**config.mk**
```make
export PLATFORM = sky130hd
export DESIGN_NAME = loop_stack
export DESIGN_NICKNAME = d
export VERILOG_FILES = /design/src/rtl/loop_stack.sv
export SDC_FILE = /design/constraint.sdc
export NUM_CORES = 1
export LEC_CHECK = 0
export CORE_MARGIN = 1.5
export CORE_UTILIZATION = 55
export DETAILED_ROUTE_END_ITERATION = 8
export DONT_BUFFER_PORTS = 1
export PLACE_DENSITY = 0.7
export RECOVER_POWER = 25
export SETUP_SLACK_MARGIN = 0.1
export SLEW_MARGIN = 0
export SYNTH_ARGS = -nofsm -noshare
export SYNTH_HDL_FRONTEND = slang
export SYNTH_SLANG_ARGS = --single-unit
```
**constraint.sdc**
```tcl
create_clock -name clk -period 3.75 [get_ports clk]
set_clock_uncertainty 0.05 [all_clocks]
set_input_delay 0.375 -clock clk [delete_from_list [all_inputs] [get_ports clk]]
set_output_delay 0.375 -clock clk [all_outputs]
set_load 0.05 [all_outputs]
```
**src/rtl/loop_stack.sv**
```systemverilog
// Loop stack: LIFO of program-counter values for bracket loops.
// q always presents the registered top entry, so a loop-back load needs no read bubble.
module loop_stack #(
    parameter int ADDR_WIDTH = 8,
    parameter int DEPTH_LOG2 = 4
) (
    input  logic                  clk,
    input  logic                  reset,
    input  logic                  ce,
    input  logic                  push,
    input  logic                  pop,
    input  logic [ADDR_WIDTH-1:0] d,
    output logic [ADDR_WIDTH-1:0] q,
    output logic [DEPTH_LOG2:0]   depth,
    output logic                  empty,
    output logic                  full,
    output logic                  overflow,
    output logic                  underflow
);

    localparam int                    ENTRIES   = 1 << DEPTH_LOG2;
    localparam logic [DEPTH_LOG2:0]   MAX_DEPTH = ENTRIES[DEPTH_LOG2:0];
    localparam logic [DEPTH_LOG2:0]   ONE       = 1;
    localparam logic [DEPTH_LOG2-1:0] IDX_ONE   = 1;

    logic [ADDR_WIDTH-1:0] mem [ENTRIES];
    logic [DEPTH_LOG2-1:0] wr_idx;
    logic [DEPTH_LOG2-1:0] top_idx;
    logic [DEPTH_LOG2-1:0] below_idx;

    // Indices wrap modulo ENTRIES, which is exactly right when depth == ENTRIES.
    assign wr_idx    = depth[DEPTH_LOG2-1:0];
    assign top_idx   = wr_idx - IDX_ONE;
    assign below_idx = top_idx - IDX_ONE;

    always_ff @(posedge clk) begin
        if (reset) begin
            depth     <= '0;
            q         <= '0;
            empty     <= 1'b1;
            full      <= 1'b0;
            overflow  <= 1'b0;
            underflow <= 1'b0;
        end else if (ce) begin
            if (push && pop && !empty) begin
                mem[top_idx] <= d;
                q            <= d;
            end else if (push) begin
                if (full) begin
                    overflow <= 1'b1;
                end else begin
                    mem[wr_idx] <= d;
                    depth       <= depth + ONE;
                    q           <= d;
                    empty       <= 1'b0;
                    full        <= (depth == MAX_DEPTH - ONE);
                end
            end else if (pop) begin
                if (empty) begin
                    underflow <= 1'b1;
                end else begin
                    // empty/full are kept as flops so they never glitch off a depth decode.
                    depth <= depth - ONE;
                    full  <= 1'b0;
                    if (depth == ONE) begin
                        q     <= '0;
                        empty <= 1'b1;
                    end else begin
                        q <= mem[below_idx];
                    end
                end
            end
        end
    end

endmodule

```
==> metrics.txt, run 1 <==
status completed; Reg-to-Reg End mem[3][7]; core area 0.0108 mm^2; post-synth cell types 51; DP Cell Count 483; grt ovf 0; Yosys reg bits 145; Die Area 0.0117 mm^2; CTS tree built; YS warnings 0; startpoint of the worst hold path d[4]; Die Wd 108 um; CP Class reg -> reg; Top Layer Used met4; hold crit path type in -> reg; Syn Inst Count 356; WL met2 5.95 mm; count of clock tree sinks 145; # diodes 0; number of synthesized flops with an enable pin 128; Final GP Congestion 0.870; Nets 390; CP max stage delay 780 ps; Clk Tree Root Cell clkbuf_8; CTS H-tree lvls 4; DIE HEIGHT 108 um; Max Cap Violations 0; Startpoint Class flip-flop; Initial Utilization 56.4%; Worst Path Buf+Inv 0; max-slew violations 0; met3 WL post-DR 1.02 mm; top cells by area, synth edfxtp_1 (63%), mux4_2 (12%), dfxtp_1 (5.6%); wl on met1 5.51 mm; Slew HR 26.9%; critical path endpoint mem[3][7]; DRC violations left 0; RSZ-0062 raised after global routing no; # port buffers 0; Tot GR Track Use 24.4%; post-CTS setup buffer count 0; FMAX 333 MHz; final setup fails 0; Synthesized Nets 373; count leader, synth edfxtp_1; clock buffer depth 2; power density over the cells 562 mW/mm^2; Syn Area/Cell 17.1 um^2; leakage 2.17 nW; Post-synth ARST share 0%; setup TNS 0 ps; routed via count 3309; Top Ports 30; cell depth of the worst setup path 5; routed length per instance 24.4 um; Critical Path, Cell by Cell nor2b_1 > or3_1 > nor3_1 > o21ai_1 > nor2_1; list of most frequent post-synthesis cells edfxtp_1 (128), nor2_1 (36), mux4_2 (32), dfxtp_1 (17); register area share after synthesis 68.8%; Total Wirelength 12.8 mm; CP Launch Point empty; Synth-to-Final Area Change 12.4%; initial antenna violation count 0; worst path required time 3850 ps; Clock Pin Slew Worst Setup and Hold Paths 60 ps; post-route ant nets 0; initial DRC count 341; ratio of final minimum period to clock period 80.1%; Reg2Reg Depth 5; reg-to-reg setup timing slack 750 ps; TritonRoute pass-1 iters 5; Fin. Hold Viols 0; standard-cell rows 38; maximum VDD drop 0.000366 V; Tightest Pin Transition 1090 ps; Synth Flop Type edfxtp_1; Resize count post-CTS 0; number of global-route vias before repair 3259; global-route wire length before repair 19.4 mm; CTS Buf Count 17; Crit path max-delay family simple AND/OR/NAND/NOR gates; crit end category flip-flop; CTS hold repair buffers 11; worst reg2reg path startpoint empty; Vias/cell 6.29; worst skew pair latency 540 ps; Worst Path Max Fanout 8; Final Critical Period 3000 ps; synthesized cell area 0.00609 mm^2; fin cells 526; crit path max-delay cell type nor2_1; Synth area leader edfxtp_1; top-area cell type share of the netlist area 63.2%; crit path DAT 3110 ps; largest net degree at the start of global routing 44; Detail Placement HPWL 7.69 mm; fraction of layout cells with a size suffix above 1 23.1%
metrics by stage:
step                      hold slack, ps  cell area, um^2  utilization, %  setup slack [ps]  power [mW]
after floorplan                      424             6090               -               489        2.23
after global placement               396             6190            57.4               778        2.30
after detailed placement             398             6190            57.4               756        2.30
after CTS                         0.0566             6840            63.4               743        3.88
after global routing                18.8             6840            63.4               490        3.98
final                               32.0             6840            63.4               747        3.85
worst register-to-register path, cell delays in order (launching register included):
cell	delay [ps]
dfxtp_1	720
nor2b_1	230
or3_1	510
nor3_1	170
o21ai_1	170
nor2_1	780
how the worst min path moves through the flow:
stage	endpoint	slack, ps	cells after the start
after global placement	depth[0]	400	1
final	q[4]	30	2
after floorplan	mem[0][0]	420	0
after detailed placement	depth[0]	400	1
after CTS	depth[3]	0.06	3
after global routing	depth[3]	20	3
state kept, by name, summed over array words and instances, names as in the netlist:
signal and cells:
underflow 1, empty 1, overflow 1, mem 128
q 8, depth 5, full 1
power breakdown:
group | leakage, nW | internal (mW) | total, mW | switching, mW
combinational | 0.617 | 0.207 | 0.464 | 0.257
clock | 0.260 | 0.928 | 1.54 | 0.616
sequential | 1.29 | 1.78 | 1.84 | 0.0557
layer usage:
| metal | GRT usage [%] | up-vias |
|---|---|---|
| li1 | - | 1455 |
| met1 | 33.9 | 1674 |
| met2 | 35.0 | 153 |
| met3 | 8.26 | 27 |
| met4 | 11.5 | 0 |
| met5 | 0 | - |
cells by family (layout without fill, tap and decap cells):
family | after synthesis | in the layout | synth area share (%)
mux | 52 | 52 | 15.6
buf+inv | 26 | 56 | 2.51
xor+xnor | 8 | 8 | 1.40
simple gates | 68 | 68 | 5.18
fa+ha+maj | 4 | 4 | 0.822
flops | 145 | 145 | 68.8
compound gates | 53 | 53 | 5.74
area by class of cell:
| class | count | area, um^2 |
|---|---|---|
| flip-flops and latches | 145 | 4190 |
| fillers | 745 | 3950 |
| multi-input cells | 185 | 1750 |
| clock buffers | 18 | 418 |
| well taps | 140 | 175 |
| repair buffers | 19 | 170 |
| clock inverters | 14 | 123 |
| inverters | 5 | 21.3 |
cell usage in the layout, fill, tap and decap left out, types with 4 or more instances in the layout:
cell           netlist  routed
a211oi_1             8       8
a21oi_1             15      15
a22oi_1              9       9
buf_4                1       8
clkbuf_16            0      16
clkinv_1             1       5
clkinv_2             0       5
dfxtp_1             17      16
dlygate4sd3_1        0      11
edfxtp_1           128     128
ha_1                 4       4
mux2_2              15      15
mux4_2              32      32
nand2_1              4       4
nor2_1              36      36
nor3_1              12      12
o21ai_0              4       4
o21ai_1              4       4
xnor2_1              5       5
No activity file was read; power rests on OpenSTA's default activity.
==> run 2, diff against run 1 <==
- clock period: 3.75 -> 3.11 ns (I/O delays scaled with it)
==> run 2 against run 1 <==
Against the previous run: hold slack got worse by 16 ps; setup slack worse by 420 ps; sequential power increased by 20%; critical endpoint is now q[0]; highest routed layer unchanged.
==> metrics.txt, run 2 (synthesis gave the netlist of run 1 again) <==
setup TNS 0 ps; max-slew violations 0; Clock Pin Slew Worst Setup and Hold Paths 60 ps; Initial Utilization 56.4%; worst reg2reg path startpoint depth[0]; largest net degree at the start of global routing 30; TritonRoute pass-1 iters 5; max FFs per register 128; Synth-to-Final Area Change 14.9%; FMAX 359 MHz; grt ovf 0; worst path required time 3500 ps; final setup fails 0; Detail Placement HPWL 7.86 mm; most frequent cells in the layout edfxtp_1 (128), nor2_1 (35), mux4_2 (32), buf_4 (22); DRC violations left 0; Final Critical Period 2780 ps; power density over the cells 674 mW/mm^2; status completed; worst skew pair latency 540 ps; count of clock tree sinks 145; number of global-route vias before repair 3306; reg-to-reg setup timing slack 330 ps; Worst Path Max Fanout 10; hold crit path type in -> reg; # diodes 0; fraction of layout cells with a size suffix above 1 26.2%; Fin. Hold Viols 0; Reg-to-Reg End q[0]; Vias/cell 6.19; crit path DAT 3180 ps; biggest regs mem (128), q (8), depth (5); global-route wire length before repair 19.2 mm; Clk Tree Root Cell clkbuf_8; DIE HEIGHT 108 um; Min-Delay Path Depth 3; routed via count 3349; Reg with most FFs mem; crit end category flip-flop; CTS H-tree lvls 4; Die Wd 108 um; clock buffer depth 2; Total Wirelength 12.6 mm; leakage 2.26 nW; post-route ant nets 0; Top Ports 30; hold_ws 15.5 ps; hold endpoint full; routed length per instance 23.3 um; CTS tree built; post-CTS setup buffer count 0; Max Cap Violations 0; Slew HR 34.6%; Reg2Reg Depth 8; ratio of final minimum period to clock period 89.5%; Nets 405; CP Class reg -> reg; standard-cell rows 38; fillers 759; Final GP Congestion 0.858; initial DRC count 437; CTS Buf Count 17; leading cell type in the layout, fill and taps excluded edfxtp_1; initial antenna violation count 0; # port buffers 0; Tot GR Track Use 23.7%; Startpoint Class flip-flop; RSZ-0062 raised after global routing no; Die Area 0.0117 mm^2; Tightest Pin Transition 977 ps; startpoint of the worst hold path pop; maximum VDD drop 0.000526 V; core area 0.0108 mm^2
## run 2: routing by layer
| metal | global-route usage (%) | up-vias | wire length (um) | share of wire [%] |
|---|---|---|---|---|
| met5 | 0 | - | 0 | 0 |
| met4 | 8.46 | 0 | 241 | 1.9 |
| met3 | 7.72 | 20 | 942 | 7.5 |
| met2 | 36.8 | 136 | 6280 | 50 |
| met1 | 31.6 | 1705 | 5150 | 41 |
| li1 | - | 1488 | - | - |
## run 2: repair_timing
action | 4_1_cts | 5_1_grt
hold buffers | 12 | 0
gates resized for setup | 0 | 1
endpoints found under the hold margin | 145 | 0
endpoints found under the setup margin | 0 | 2
## run 2: per-stage QoR
step / instance area, um^2 / util (%) / total power, mW / std cells / worst slack [ps]
floorplan: 6090 / - / 2.69 / 356 / 48.4
global placement: 6300 / 58.4 / 2.77 / 497 / 479
detailed placement: 6300 / 58.4 / 2.78 / 497 / 356
CTS: 6980 / 64.7 / 4.73 / 541 / 297
global route: 6990 / 64.8 / 4.86 / 541 / 140
finish: 6990 / 64.8 / 4.71 / 541 / 326
## run 2: worst max-delay path by stage
stage / from / endpoint / slack (ps) / cells after the start
floorplan: depth[0] / mem[0][0] / 50 / 9
global placement: depth[0] / q[1] / 480 / 7
detailed placement: depth[0] / q[0] / 360 / 7
CTS: depth[0] / q[4] / 300 / 7
global route: depth[0] / q[0] / 140 / 8
finish: depth[0] / q[0] / 330 / 8
## run 2: cell type report
class / count / area, um^2 / area share (%)
Clock buffer: 19 / 422 / 6.03
Clock inverter: 13 / 139 / 1.99
Inverter: 5 / 21.3 / 0.304
Multi-Input combinational cell: 185 / 1760 / 25.2
Sequential cell: 145 / 4190 / 59.9
Tap cell: 140 / 175 / 2.51
Timing Repair Buffer: 34 / 285 / 4.08
## run 2: report_power, final
group          switching (mW)  internal (mW)  leakage, nW
Combinational           0.322          0.264        0.697
Clock                   0.776           1.14        0.269
Sequential             0.0588           2.15         1.29
Total                    1.16           3.55         2.26
## run 2: critical path: stages (launching register included)
cell	delay [ps]
dfxtp_2	340
clkinv_1	190
ha_1	450
buf_4	250
nand2_1	70
o2bb2ai_1	330
mux2i_2	550
a22oi_1	200
a211oi_1	260
==> run 3, diff against run 2 <==
- CORE_UTILIZATION: 55 -> 35
- PLACE_DENSITY: 0.7 -> unset
==> run 3 against run 2 <==
Against the previous run: hold slack improved by 29 ps; cell count increased by 14%; die area increased by 55%; utilization decreased by 24 points; non-clock buffer count decreased by 7; critical endpoint is now mem[4][1].
==> metrics.txt, run 3 (synthesis gave the netlist of run 1 again) <==
post-route ant nets 0; hold crit path type in -> reg; Die Area 0.0182 mm^2; TritonRoute pass-1 iters 4; CP Launch Point depth[0]; Final Critical Period 2740 ps; Total Wirelength 13.7 mm; Final Instance Area 0.00704 mm^2; Nets 398; Tot Pwr 4.68 mW; fillers 1515; max-slew violations 0; clock buffer depth 2; biggest regs mem (128), q (8), depth (5); # diodes 0; DP Cell Count 578; max FFs per register 128; Slew HR 37.3%; Max Cap Violations 0; Tightest Pin Transition 937 ps; Clk Tree Root Cell clkbuf_16; CTS H-tree lvls 4; GR peak layer met2; Worst Path Max Fanout 13; Reg2Reg Depth 6; Top Ports 30; routed via count 3298; fin cells 618; RSZ-0062 raised after global routing no; # port buffers 0; number of global-route vias before repair 3285; Fin. Hold Viols 0; CTS Buf Count 17; Die Wd 135 um; initial antenna violation count 0; ratio of final minimum period to clock period 88.1%; leakage 2.22 nW; leading cell type in the layout, fill and taps excluded edfxtp_1; fraction of layout cells with a size suffix above 1 25.2%; met1 GRT Util 22.0%; Final GP Congestion 0.793; FMAX 365 MHz; status completed; dpl cell area 0.00639 mm^2; count of clock tree sinks 145; reg-to-reg setup timing slack 370 ps; standard-cell rows 48; final setup fails 0; CTS tree built; DIE HEIGHT 135 um; met3 usage 4.58%; setup TNS 0 ps; worst reg2reg path startpoint depth[0]; Startpoint Class flip-flop; Tot GR Track Use 16.4%; CP Class reg -> reg; grt ovf 0; routed length per instance 22.2 um; Reg-to-Reg End mem[4][1]; crit end category flip-flop; Clock Pin Slew Worst Setup and Hold Paths 50 ps; largest net degree at the start of global routing 44; final core utilization 41.1%; Vias/cell 5.34; global-route wire length before repair 20.7 mm; DRC violations left 0; startpoint of the worst hold path ce; worst skew pair latency 420 ps; Initial Utilization 35.6%; worst path required time 3090 ps; core area 0.0171 mm^2; Min-Delay Path Depth 2; initial DRC count 284; Detail Placement HPWL 8.70 mm; hold endpoint empty; Reg with most FFs mem; crit path DAT 2720 ps; maximum VDD drop 0.000407 V; Synth-to-Final Area Change 15.7%; power density over the cells 666 mW/mm^2; most frequent cells in the layout edfxtp_1 (128), nor2_1 (35), mux4_2 (32), clkbuf_16 (17), buf_4 (17); met2 Use GR 25.6%
==> run 3: repair_timing <==
item	4_1_cts	5_1_grt
hold buffers	9	0
endpoints found under the setup margin	0	8
resized for setup	0	1
endpoints found under the hold margin	145	0
setup buffers	0	0
==> run 3: per-stage QoR <==
| stage | worst slack, ps | hold WS, ps |
|---|---|---|
| final | 371 | 44.0 |
| after global routing | 181 | 32.2 |
| after CTS | 279 | 17.0 |
| after detailed placement | 292 | 332 |
| after global placement | 400 | 332 |
| after floorplan | 48.4 | 360 |
==> run 3: critical path, stage by stage (launching register included) <==
cell      delay, ps
dfxtp_2         350
clkinv_1        200
ha_1            390
buf_4           240
and3_1          180
o21ai_1         170
nor2_1          780
==> run 3: per-layer routing <==
layer,routed length [um],share of wire [%],up-vias
met1,6060,44,1706
met5,0,0,-
met3,839,6.1,16
met4,249,1.8,0
met2,6550,48,105
li1,-,-,1471
==> run 3: layout make-up <==
| cell class | instances | area (um^2) | share of cell area, % |
|---|---|---|---|
| sequential | 145 | 4190 | 59.5 |
| multi-input combinational | 185 | 1760 | 25.0 |
| clock buffer | 18 | 429 | 6.10 |
| tap | 225 | 282 | 4.00 |
| timing repair buffer | 27 | 238 | 3.38 |
| clock inverter | 13 | 121 | 1.72 |
| inverter | 5 | 21.3 | 0.302 |
==> run 3: how the worst max path moves through the flow <==
stage	endpoint	cells after the start
finish	mem[4][1]	6
detailed placement	q[4]	7
global placement	q[2]	7
CTS	q[4]	7
floorplan	mem[0][0]	9
global route	mem[4][3]	6
==> run 3: where the power goes <==
group / internal (mW) / total [mW] / switching, mW
registers: 2.15 / 2.21 / 0.0602
clock network: 1.16 / 1.89 / 0.732
logic: 0.259 / 0.585 / 0.326
total: 3.57 / 4.68 / 1.12
